--- config.mk ---
export PLATFORM = sky130hd
export DESIGN_NAME = sync_fifo_ctrl
export DESIGN_NICKNAME = d
export VERILOG_FILES = /design/src/rtl/sync_fifo_pkg.sv /design/src/rtl/fifo_out_stage.sv /design/src/rtl/sync_fifo_ctrl.sv
export SDC_FILE = /design/constraint.sdc
export NUM_CORES = 1
export LEC_CHECK = 0
export ABC_AREA = 1
export CAP_MARGIN = 20
export CORE_MARGIN = 4
export CORE_UTILIZATION = 60
export DETAILED_ROUTE_END_ITERATION = 10
export GPL_TIMING_DRIVEN = 0
export PLACE_DENSITY = 0.79
export SYNTH_ARGS = -nofsm -noshare
export SYNTH_HDL_FRONTEND = slang
export SYNTH_SLANG_ARGS = --single-unit
--- constraint.sdc ---
create_clock -name clk -period 3.64 [get_ports clk]
set_clock_uncertainty 0.2 [all_clocks]
set_input_delay 1.092 -clock clk [delete_from_list [all_inputs] [get_ports clk]]
set_output_delay 1.092 -clock clk [all_outputs]
set_load 0.01 [all_outputs]
--- src/rtl/sync_fifo_pkg.sv ---
// Shared types, parameter-legality rules and helpers for the single-clock FIFO.
package sync_fifo_pkg;

    typedef enum logic {
        FIFO_STD  = 1'b0,
        FIFO_FWFT = 1'b1
    } fifo_mode_e;

    localparam int MIN_DEPTH      = 4;
    localparam int MIN_DATA_WIDTH = 1;

    // Pointer width: one address bit per power of two plus a wrap bit.
    function automatic int ptr_w(input int depth);
        return $clog2(depth) + 1;
    endfunction

    function automatic bit depth_legal(input int depth);
        return (depth >= MIN_DEPTH) && ((depth & (depth - 1)) == 0);
    endfunction

    function automatic bit width_legal(input int width);
        return width >= MIN_DATA_WIDTH;
    endfunction

    function automatic bit fwft_legal(input int fwft);
        return (fwft == 0) || (fwft == 1);
    endfunction

    function automatic bit af_legal(input int af, input int depth);
        return (af >= 1) && (af <= depth);
    endfunction

    function automatic bit ae_legal(input int ae, input int depth);
        return (ae >= 0) && (ae <= depth - 1);
    endfunction

    function automatic fifo_mode_e mode_of(input int fwft);
        return (fwft != 0) ? FIFO_FWFT : FIFO_STD;
    endfunction

endpackage

--- src/rtl/fifo_out_stage.sv ---
// Output register of the FIFO: registered read (standard) or head-word prefetch (FWFT).
module fifo_out_stage
    import sync_fifo_pkg::*;
#(
    parameter int DATA_WIDTH = 8,
    parameter int FWFT       = 0
) (
    input  logic                  clk,
    input  logic                  rst,
    input  logic                  pop,
    input  logic                  push,
    input  logic                  mem_empty,
    input  logic [DATA_WIDTH-1:0] mem_data,
    input  logic [DATA_WIDTH-1:0] push_data,
    output logic [DATA_WIDTH-1:0] r_data,
    output logic                  r_valid,
    output logic                  advance
);

    localparam fifo_mode_e MODE = mode_of(FWFT);

    logic [DATA_WIDTH-1:0] data_d, data_q;
    logic                  valid_d, valid_q;

    // Decide what the output register holds next and whether the read pointer moves.
    // In FWFT mode an empty memory with a write in flight bypasses straight to the
    // output so the first word is visible one cycle after it is written.
    always_comb begin
        data_d  = data_q;
        valid_d = valid_q;
        advance = 1'b0;
        if (MODE == FIFO_FWFT) begin
            if (!valid_q || pop) begin
                if (!mem_empty) begin
                    data_d  = mem_data;
                    valid_d = 1'b1;
                    advance = 1'b1;
                end else if (push) begin
                    data_d  = push_data;
                    valid_d = 1'b1;
                    advance = 1'b1;
                end else begin
                    valid_d = 1'b0;
                end
            end
        end else begin
            valid_d = pop;
            advance = pop;
            if (pop) begin
                data_d = mem_data;
            end
        end
    end

    // Output register state with synchronous reset.
    always_ff @(posedge clk) begin
        if (rst) begin
            data_q  <= '0;
            valid_q <= 1'b0;
        end else begin
            data_q  <= data_d;
            valid_q <= valid_d;
        end
    end

    assign r_data  = data_q;
    assign r_valid = valid_q;

endmodule

--- src/rtl/sync_fifo_ctrl.sv ---
// Single-clock FIFO with occupancy count, almost-full/empty thresholds and sticky
// error flags. Optional peak-occupancy watermark under SYNC_FIFO_WATERMARK_EN.
module sync_fifo_ctrl
    import sync_fifo_pkg::*;
#(
    parameter int DATA_WIDTH = 8,
    parameter int DEPTH      = 16,
    parameter int FWFT       = 0,
    parameter int AF_THRESH  = DEPTH - 2,
    parameter int AE_THRESH  = 2
) (
    input  logic                    clk,
    input  logic                    rst,
    input  logic                    w_en,
    input  logic [DATA_WIDTH-1:0]   w_data,
    output logic                    w_full,
    output logic                    w_almost_full,
    input  logic                    r_en,
    output logic [DATA_WIDTH-1:0]   r_data,
    output logic                    r_valid,
    output logic                    r_empty,
    output logic                    r_almost_empty,
    output logic [ptr_w(DEPTH)-1:0] count,
    output logic                    overflow,
    output logic                    underflow
`ifdef SYNC_FIFO_WATERMARK_EN
    ,
    output logic [ptr_w(DEPTH)-1:0] peak_count
`endif
);

    localparam int         PW   = ptr_w(DEPTH);
    localparam int         AW   = PW - 1;
    localparam fifo_mode_e MODE = mode_of(FWFT);

    if (!depth_legal(DEPTH)) begin : g_bad_depth
        $error("sync_fifo_ctrl: DEPTH must be a power of two >= %0d", MIN_DEPTH);
    end
    if (!width_legal(DATA_WIDTH)) begin : g_bad_width
        $error("sync_fifo_ctrl: DATA_WIDTH must be >= %0d", MIN_DATA_WIDTH);
    end
    if (!fwft_legal(FWFT)) begin : g_bad_fwft
        $error("sync_fifo_ctrl: FWFT must be 0 or 1");
    end
    if (!af_legal(AF_THRESH, DEPTH)) begin : g_bad_af
        $error("sync_fifo_ctrl: AF_THRESH must lie in 1..DEPTH");
    end
    if (!ae_legal(AE_THRESH, DEPTH)) begin : g_bad_ae
        $error("sync_fifo_ctrl: AE_THRESH must lie in 0..DEPTH-1");
    end

    logic [DATA_WIDTH-1:0] mem_q [DEPTH];
    logic [PW-1:0]         wr_ptr_d, wr_ptr_q;
    logic [PW-1:0]         rd_ptr_d, rd_ptr_q;
    logic [PW-1:0]         count_d, count_q;
    logic                  overflow_d, overflow_q;
    logic                  underflow_d, underflow_q;
    logic                  wr_acc, rd_acc, rd_advance, mem_empty, stage_valid;
    logic [DATA_WIDTH-1:0] mem_data;

    assign mem_empty = (wr_ptr_q == rd_ptr_q);
    assign mem_data  = mem_q[rd_ptr_q[AW-1:0]];

    // Status flags come only from registered state, so r_en never reaches write acceptance.
    always_comb begin
        w_full         = (count_q == PW'(DEPTH));
        w_almost_full  = (int'(count_q) >= AF_THRESH);
        r_almost_empty = (int'(count_q) <= AE_THRESH);
        r_empty        = (MODE == FIFO_FWFT) ? !stage_valid : (count_q == '0);
    end

    // Request acceptance, pointer/count bookkeeping and sticky error flags.
    always_comb begin
        wr_acc      = w_en && !w_full;
        rd_acc      = r_en && !r_empty;
        wr_ptr_d    = wr_acc ? wr_ptr_q + PW'(1) : wr_ptr_q;
        rd_ptr_d    = rd_advance ? rd_ptr_q + PW'(1) : rd_ptr_q;
        count_d     = count_q;
        if (wr_acc && !rd_acc) begin
            count_d = count_q + PW'(1);
        end else if (rd_acc && !wr_acc) begin
            count_d = count_q - PW'(1);
        end
        overflow_d  = overflow_q  || (w_en && w_full);
        underflow_d = underflow_q || (r_en && r_empty);
    end

    // Control registers; requests presented during reset are dropped.
    always_ff @(posedge clk) begin
        if (rst) begin
            wr_ptr_q    <= '0;
            rd_ptr_q    <= '0;
            count_q     <= '0;
            overflow_q  <= 1'b0;
            underflow_q <= 1'b0;
        end else begin
            wr_ptr_q    <= wr_ptr_d;
            rd_ptr_q    <= rd_ptr_d;
            count_q     <= count_d;
            overflow_q  <= overflow_d;
            underflow_q <= underflow_d;
        end
    end

    // Storage array is deliberately not reset.
    always_ff @(posedge clk) begin
        if (wr_acc && !rst) begin
            mem_q[wr_ptr_q[AW-1:0]] <= w_data;
        end
    end

    fifo_out_stage #(
        .DATA_WIDTH (DATA_WIDTH),
        .FWFT       (FWFT)
    ) u_out_stage (
        .clk       (clk),
        .rst       (rst),
        .pop       (rd_acc),
        .push      (wr_acc),
        .mem_empty (mem_empty),
        .mem_data  (mem_data),
        .push_data (w_data),
        .r_data    (r_data),
        .r_valid   (stage_valid),
        .advance   (rd_advance)
    );

    assign r_valid   = stage_valid;
    assign count     = count_q;
    assign overflow  = overflow_q;
    assign underflow = underflow_q;

`ifdef SYNC_FIFO_WATERMARK_EN
    logic [PW-1:0] peak_d, peak_q;

    // Track the highest occupancy seen since reset, one cycle behind count.
    always_comb begin
        peak_d = (count_q > peak_q) ? count_q : peak_q;
    end

    // Watermark register.
    always_ff @(posedge clk) begin
        if (rst) begin
            peak_q <= '0;
        end else begin
            peak_q <= peak_d;
        end
    end

    assign peak_count = peak_q;
`endif

endmodule

==> flow_metrics.tcl, run 1 <==
set metrics [dict create \
    area_growth_syn_to_layout_pct 15.66 \
    slowest_delay_ns 0.57 \
    grt_first_pass_wirelength_um 24610 \
    vdd.ir_drop.worst_uv 403.5 \
    antenna_cells 0 \
    non_filler_cells_in_the_finished_layout 879 \
    max-cap-violations 0 \
    cts_inserted_buffers 17 \
    worst_path_max_delay_cell "clkdlybuf4s50_1" \
    final.min_clock_period_ns 3.195 \
    path_cells "inv_1 > o31ai_1 > clkdlybuf4s50_1" \
    max_slew.worst_pin.slew_ns 0.8864 \
    globalplace.congestion 1.001 \
    grt_setup_unrepaired "no" \
    gate_family_responsible_for_the_most_delay_along_the_worst_path "buffers and inverters" \
    cts.clk_slew.worst_paths_ns 0.06 \
    synth_seq_cells 152 \
    worstSetupPathType "reg2out" \
    finalCritPeriodShare_pct 87.79 \
    floorplan.initialDensity_pct 61.73 \
    worst_setup_path_start_kind "flip-flop" \
    dr.pass1.iters 5 \
    number_of_nets_still_failing_antenna_checks_after_routing 0 \
    layout-drive-gt1-share_pct 9.472 \
    postCtsSetupBuffers 0 \
    detailedRoute.firstIterationViolations 553 \
    layout_common_cells "nand2_1, edfxtp_1, nand3_1" \
    io_pins 32 \
    vias_in_the_first_global_route 4790 \
    clock_tree.htree_level_count 4 \
    post-route-drc-count 0 \
    run_status "finished, final reports clean" \
    syn_area_per_cell_um2 9.928 \
    global_route.overflow_total 0 \
    area_of_the_die_um2 12960 \
    die-height_um 113.8 \
    clock_latency_ns 0.52 \
    floorplan.die.width_um 113.8 \
    final_critical_path_setup_slack_ns 0.4446 \
    placed_cells_incl_taps 847 \
    clk_root_buffer_cell "clkbuf_8" \
    max_freq_mhz 312.9 \
    cp.required_ns 2.35 \
    tns_ns 0 \
    finalHoldViolCount 0 \
    layout.cell_area.non_filler_um2 7774 \
    sink_count 152 \
    number_of_standard_cells_after_synthesis 677 \
    seq_area_frac_synth_pct 64.33 \
    ys_types 29 \
    antenna_violations_before_repair 0 \
    place_area_um2 7197 \
    cp-end-kind "output pin" \
    power.static_leakage_nw 3.301 \
    cts_hold_buf 0 \
    groute.usage.overall_pct 25.49 \
    finalSetupViolations 0 \
    finish.net_count 748 \
    power_mw 5.231 \
    hp-class "reg2reg" \
    grt_max_degree 17 \
    core.rowCount 38 \
    synth_warnings 0 \
    clock_tree_from_tritoncts "done" \
    placeableCoreArea_um2 10890 \
    timing.max_slew.rel_slack_pct 40.72 \
    ctsLongestPathBuffers 2 \
    synth_fp_nets 699 \
    worst-path-max-fanout 4 \
    route.detailed.wl_per_inst_um 18.09 \
    post_cts_resize_count 0 \
    synth.cell_area_um2 6721 \
    place.detailed.hpwl_um 10680 \
    power_density_nw_per_um2 673.0 \
    timing.critical_path.arrival_ns 1.90 \
    critical_path.n_buffers_inverters 2 \
    drt_wl_total_um 15900 \
    slew_viol_final 0 \
    drt-vias-per-instance 5.568 \
    place_worst_setup_slack_ns 0.1400 \
    num_vias 4894 \
    port_buffers 30 \
    mostFrequentLayoutCell "nand2_1" \
]
## synthesized netlist by cell type
cell / count / area [µm²]
fa_1: 1 / 20.02
o21bai_1: 1 / 7.510
inv_2: 6 / 22.52
nand2_4: 2 / 22.52
xor2_1: 2 / 17.52
nor2_4: 1 / 11.26
nand3_2: 1 / 10.01
o21ai_0: 8 / 40.04
buf_4: 3 / 22.52
edfxtp_1: 128 / 3844
nor3_1: 1 / 5.000
clkbuf_1: 3 / 11.26
inv_1: 88 / 330.3
dfxtp_1: 24 / 480.5
ha_1: 9 / 112.6
nand4_1: 1 / 6.260
buf_2: 14 / 70.07
nor3_2: 1 / 10.01
buf_1: 1 / 3.750
o31ai_1: 1 / 7.510
xnor2_1: 1 / 8.760
nand2_1: 218 / 818.3
inv_4: 1 / 6.260
a21oi_1: 15 / 75.07
nor3b_2: 2 / 25.02
nor2_1: 41 / 153.9
buf_6: 9 / 101.4
nand4_2: 1 / 12.51
nand3_1: 93 / 465.5
## cell type report
class                      instances  area, µm²
inverter                          95      359.1
timing repair buffer              30      300.3
sequential                       152       4324
clock inverter                    13      155.1
buffer                            30      209.0
fill                             733       3114
clock buffer                      19      421.7
tap                              140      175.2
multi-input combinational        400       1829
## sequential cells by signal, indices dropped and copies added, names as in the netlist
register             cells
count                    5
mem_q                  128
overflow                 1
rd_ptr_q                 4
u_out_stage.r_data       8
u_out_stage.r_valid      1
underflow                1
wr_ptr_q                 4
## metrics by stage
step	util (%)	hold slack, ns
final	71.40	0.2775
after global routing	71.40	0.3326
after detailed placement	66.10	0.2677
after global placement	66.10	0.2490
after CTS	71.40	0.2820
after floorplan	-	0.3022
## cell families after synthesis
group	Yosys count	synth area share, %
AOI/OAI and AO/OA	25	1.936
xor gates and xnor gates	3	0.3910
adders and majority gates	10	1.973
buffers and inverters	125	8.451
DFF	152	64.33
and+or+nand+nor	362	22.92
## metal layers
metal / global-route usage (%) / share of wire, % / vias up
li1: - / - / 2289
met1: 31.10 / 39 / 2351
met2: 43.35 / 51 / 209
met3: 6.260 / 6.8 / 45
met4: 11.01 / 3.4 / 0
met5: 0 / 0 / -
## worst reg2reg max path: cells and delay by family, from the launching register on
| family | cells | cell delay [ns] |
|---|---|---|
| fa+ha+maj | 2 | 0.65 |
| simple gates | 5 | 0.50 |
| flops | 1 | 0.43 |
| buf+inv | 3 | 0.42 |
| compound gates | 3 | 0.35 |
## report_power, final
part	switching [mW]	internal [mW]
logic	0.911	0.561
clock network	0.669	1.04
registers	0.0720	1.98
total	1.65	3.58
## final timing paths
check                                           start  slack (ns)  depth (start not counted)                    end
worst min-delay path              overflow$_SDFF_PP0_        0.28                          2    overflow$_SDFF_PP0_
worst min register to register    overflow$_SDFF_PP0_        0.28                          2    overflow$_SDFF_PP0_
worst max-delay path            count[3]$_SDFFE_PP0P_        0.44                          3          w_almost_full
worst max register to register  count[1]$_SDFFE_PP0P_        0.94                         13  count[4]$_SDFFE_PP0P_
Power figures use the tool's default switching activity.
==> inputs of run 2 (changes only) <==
--- a/config.mk
+++ b/config.mk
@@ -10,6 +10,7 @@
 export CORE_MARGIN = 4
 export CORE_UTILIZATION = 60
 export DETAILED_ROUTE_END_ITERATION = 10
+export GPL_ROUTABILITY_DRIVEN = 0
 export GPL_TIMING_DRIVEN = 0
 export PLACE_DENSITY = 0.79
 export SYNTH_ARGS = -nofsm -noshare
==> flow_metrics.tcl, run 2 (same netlist as run 1, synthesis figures left out) <==
set metrics [dict create \
    worstSetupPathType "reg2out" \
    cp-end-kind "output pin" \
    clk_root_buffer_cell "clkbuf_8" \
    floorplan.die.width_um 113.8 \
    drt-vias-per-instance 5.567 \
    global_route.overflow_total 0 \
    power_mw 5.188 \
    detailedRoute.firstIterationViolations 670 \
    power_dissipated_by_switching_net_loads_mw 1.669 \
    cts_inserted_buffers 17 \
    groute.usage.overall_pct 25.01 \
    postCtsSetupBuffers 0 \
    cts_hold_buf 0 \
    slew_viol_final 0 \
    number_of_nets_still_failing_antenna_checks_after_routing 0 \
    clock_tree.htree_level_count 4 \
    grt_max_degree 17 \
    vdd.ir_drop.worst_uv 378.8 \
    max-cap-violations 0 \
    io_pins 32 \
    antenna_cells 0 \
    place_area_um2 7197 \
    post-route-drc-count 0 \
    vias_in_the_first_global_route 4704 \
    multi_input_area_um2 1829 \
    finalHoldViolCount 0 \
    route.detailed.wl_per_inst_um 17.90 \
    timing.rr.start "count[1]$_SDFFE_PP0P_" \
    antenna_violations_before_repair 0 \
    finish.net_count 748 \
    finalCritPeriodShare_pct 87.00 \
    power.static_leakage_nw 3.302 \
    largest_reg_flops 128 \
    place.detailed.hpwl_um 10540 \
    worst_r2r_endpoint "count[4]$_SDFFE_PP0P_" \
    share_comb_of_total_power_pct 28.4 \
    worst_setup_path_start_kind "flip-flop" \
    tns_ns 0 \
    finalSetupViolations 0 \
    area.sequential_um2 4324 \
    layout-drive-gt1-share_pct 9.202 \
    max_freq_mhz 315.8 \
    max_slew.worst_pin.slew_ns 0.8015 \
    seq_power_share_pct 39.5 \
    grt_first_pass_wirelength_um 24290 \
    pwr-share-clk_pct 32.0 \
    mostFrequentLayoutCell "nand2_1" \
    internal_power_mw 3.518 \
    run_status "finished, final reports clean" \
    ctsLongestPathBuffers 2 \
    timing.max_slew.rel_slack_pct 46.37 \
    area_growth_syn_to_layout_pct 15.26 \
    grt_setup_unrepaired "no" \
    floorplan.initialDensity_pct 61.73 \
    core.rowCount 38 \
    num_vias 4893 \
    dr.pass1.iters 7 \
    critPathCapture "w_almost_full" \
    cp.required_ns 2.35 \
    timing.critical_path.arrival_ns 1.87 \
    post_cts_resize_count 0 \
    ff2ff_path_depth 13 \
    layout.cell_area.non_filler_um2 7747 \
    layout.filler_cells 732 \
    power_density_nw_per_um2 669.6 \
    share_of_total_power_consumed_by_net_switching_pct 32.18 \
    sink_count 152 \
    cts.clk_slew.worst_paths_ns 0.07 \
    final.min_clock_period_ns 3.167 \
    hp-class "reg2reg" \
    min_from "overflow$_SDFF_PP0_" \
    area_of_the_die_um2 12960 \
    die-height_um 113.8 \
    clock_latency_ns 0.52 \
    placeableCoreArea_um2 10890 \
    drt_wl_total_um 15730 \
    critPathLaunch "count[1]$_SDFFE_PP0P_" \
    worst-r2r-setup-slack_ns 1.03 \
    clock_tree_from_tritoncts "done" \
    worst-path-max-fanout 5 \
    layout_common_cells "nand2_1, edfxtp_1, nand3_1" \
    hold_slack_ns 0.2711 \
    port_buffers 30 \
]
[run 2: cell count changes in the layout (fill, tap and decap cells not counted)]
cell | previous run | this run
bufinv_16 | 3 | 2
clkbuf_1 | 5 | 7
clkinvlp_4 | 5 | 1
inv_6 | 0 | 3
[run 2: cell type report]
cell class              count  share of cell area (%)
clock inverters            11                   1.567
inverters                  95                   4.635
plain buffers              30                   2.697
repair buffers             30                   3.876
flip-flops and latches    152                   55.81
clock buffers              21                   5.539
well taps                 140                   2.261
multi-input cells         400                   23.61
[run 2: per-stage QoR]
stage / util (%) / instances / worst slack (ns)
after floorplan: - / 677 / 0.8906
after global placement: 66.10 / 847 / 0.2330
after detailed placement: 66.10 / 847 / 0.1949
after CTS: 71.16 / 879 / 0.4508
after global routing: 71.16 / 879 / 0.3769
final: 71.16 / 879 / 0.4734
[run 2: critical path, cell delays in order, from the launching register on]
cell and delay, ns:
dfxtp_1 0.44, inv_1 0.13, o31ai_1 0.21, clkdlybuf4s50_1 0.57
[run 2: metal layers]
metal | vias to the layer above | part of all wire (%) | global-route usage, %
li1 | 2294 | - | -
met1 | 2292 | 38 | 31.96
met4 | 0 | 3.3 | 9.422
met2 | 247 | 51 | 42.72
met5 | - | 0 | 0
met3 | 60 | 8.5 | 4.668
[run 2: worst min-delay path by stage]
| stage | endpoint | slack (ns) | cells after the start |
|---|---|---|---|
| global placement | overflow$_SDFF_PP0_ | 0.25 | 2 |
| finish | overflow$_SDFF_PP0_ | 0.27 | 2 |
| global route | underflow$_SDFF_PP0_ | 0.30 | 2 |
| floorplan | overflow$_SDFF_PP0_ | 0.30 | 2 |
| CTS | overflow$_SDFF_PP0_ | 0.27 | 2 |
| detailed placement | overflow$_SDFF_PP0_ | 0.26 | 2 |
[run 2: power by group through the flow]
stage	combinational, mW	sequential (mW)	clock, mW
floorplan	0.893	2.11	0
global placement	1.39	2.08	0
detailed placement	1.43	2.09	0
CTS	1.46	2.05	1.66
global route	1.61	2.06	1.74
finish	1.48	2.05	1.66
==> inputs of run 3 (changes only) <==
--- a/config.mk
+++ b/config.mk
@@ -7,12 +7,12 @@
 export LEC_CHECK = 0
 export ABC_AREA = 1
 export CAP_MARGIN = 20
-export CORE_MARGIN = 4
 export CORE_UTILIZATION = 60
 export DETAILED_ROUTE_END_ITERATION = 10
 export GPL_ROUTABILITY_DRIVEN = 0
 export GPL_TIMING_DRIVEN = 0
-export PLACE_DENSITY = 0.79
+export PLACE_DENSITY = 0.77
 export SYNTH_ARGS = -nofsm -noshare
 export SYNTH_HDL_FRONTEND = slang
+export SYNTH_HIERARCHICAL = 1
 export SYNTH_SLANG_ARGS = --single-unit
==> flow_metrics.tcl, run 3 <==
set metrics [dict create \
    worst-path-max-fanout 5 \
    layout.filler_cells 780 \
    path_cells "nor2_2 > nand2_1 > nor3_2 > clkdlybuf4s50_1" \
    grt_max_degree 17 \
    multi_input_area_um2 1854 \
    area_growth_syn_to_layout_pct 15.53 \
    detailedRoute.firstIterationViolations 584 \
    post-route-drc-count 0 \
    clk_root_buffer_cell "clkbuf_16" \
    num_vias 5098 \
    global_routing_usage_on_met2_pct 46.68 \
    grt_setup_unrepaired "no" \
    postCtsSetupBuffers 0 \
    mostFrequentLayoutCell "nand2_1" \
    clock_tree.htree_level_count 4 \
    floorplan.initialDensity_pct 62.84 \
    placeableCoreArea_um2 11080 \
    final_util_pct 72.60 \
    run_status "finished, final reports clean" \
    placed_cells_incl_taps 896 \
    antenna_cells 0 \
    sink_count 156 \
    non_filler_cells_in_the_finished_layout 929 \
    grtUsageMet3_pct 6.580 \
    cts.clk_slew.worst_paths_ns 0.06 \
    synth_warnings 6 \
    gate_family_responsible_for_the_most_delay_along_the_worst_path "buffers and inverters" \
    top_usage_layer "met2" \
    place.detailed.hpwl_um 10590 \
    max-cap-violations 0 \
    vias_in_the_first_global_route 4908 \
    max_slew.worst_pin.slew_ns 0.8763 \
    power_mw 5.306 \
    worst_setup_path_start_kind "flip-flop" \
    die-height_um 109.7 \
    global_route.usage.met1_pct 37.36 \
    syn_area_per_cell_um2 9.616 \
    cts_inserted_buffers 17 \
    route.detailed.wl_per_inst_um 17.18 \
    synth.cell_area_um2 6962 \
    core.rowCount 38 \
    timing.critical_path.arrival_ns 1.90 \
    worst-r2r-setup-slack_ns 1.08 \
    cts_hold_buf 0 \
    area.sequential_um2 4404 \
    finalHoldViolCount 0 \
    power.static_leakage_nw 3.520 \
    finish.net_count 800 \
    antenna_violations_before_repair 0 \
    slew_viol_final 0 \
    vdd.ir_drop.worst_uv 562.3 \
    number_of_standard_cells_after_synthesis 724 \
    slowest_delay_ns 0.59 \
    worstSetupPathType "reg2out" \
    port_buffers 31 \
    hp-class "reg2reg" \
    worst_path_max_delay_cell "clkdlybuf4s50_1" \
    place_area_um2 7452 \
    finalSetupViolations 0 \
    post_cts_resize_count 0 \
    clock_tree_from_tritoncts "done" \
    drt_wl_total_um 15960 \
    final.min_clock_period_ns 3.192 \
    power_density_nw_per_um2 659.7 \
    ctsLongestPathBuffers 2 \
    layout_common_cells "nand2_1, inv_1, edfxtp_1" \
    io_pins 32 \
    layout.cell_area.non_filler_um2 8043 \
    timing.max_slew.rel_slack_pct 41.37 \
    cp.required_ns 2.35 \
    finalCritPeriodShare_pct 87.69 \
    floorplan.die.width_um 109.7 \
    critical_path.n_buffers_inverters 1 \
    cp-end-kind "output pin" \
    global_route.overflow_total 0 \
    number_of_nets_still_failing_antenna_checks_after_routing 0 \
    max_freq_mhz 313.3 \
    tns_ns 0 \
    clock_latency_ns 0.43 \
    area_of_the_die_um2 12040 \
    grt_first_pass_wirelength_um 24860 \
    dr.pass1.iters 6 \
    synth_fp_nets 747 \
    drt-vias-per-instance 5.488 \
    largest_reg_flops 128 \
    layout-drive-gt1-share_pct 9.379 \
    groute.usage.overall_pct 29.10 \
]
==> run 3: worst min-delay path: stages (launching register included) <==
cell	delay (ns)
dfxtp_1	0.31
inv_1	0.05
a21oi_1	0.05
==> run 3: final timing paths <==
kind | startpoint | end | cells after the start
max reg2reg | count[2]$_SDFFE_PP0P_ | count[3]$_SDFFE_PP0P_ | 14
min | underflow$_SDFF_PP0_ | underflow$_SDFF_PP0_ | 2
max | count[2]$_SDFFE_PP0P_ | r_empty | 4
min reg2reg | underflow$_SDFF_PP0_ | underflow$_SDFF_PP0_ | 2
==> run 3: final cells by class <==
cell class / instances / share of cell area (%)
Sequential cell: 156 / 54.76
Timing Repair Buffer: 34 / 4.045
Multi-Input combinational cell: 405 / 23.06
Buffer: 30 / 2.520
Clock inverter: 13 / 1.882
Tap cell: 140 / 2.178
Inverter: 133 / 6.223
Clock buffer: 18 / 5.336
==> run 3: routing by layer <==
metal	vias to the layer above	share of wire [%]
met1	2339	39
met2	279	49
met4	0	4.2
met5	-	0
met3	63	8.3
li1	2417	-
==> run 3: report_power, final <==
part	leakage, nW	switching (mW)	internal [mW]
combinational	1.85	0.875	0.567
sequential	1.38	0.0831	2.03
clock	0.283	0.680	1.07
==> run 3: metrics by stage <==
stage | worst slack (ns) | hold slack [ns]
floorplan | 1.058 | 0.2595
global placement | 0.1203 | 0.2390
detailed placement | 0.1363 | 0.2538
CTS | 0.4414 | 0.2600
global route | 0.3164 | 0.2865
finish | 0.4481 | 0.2519
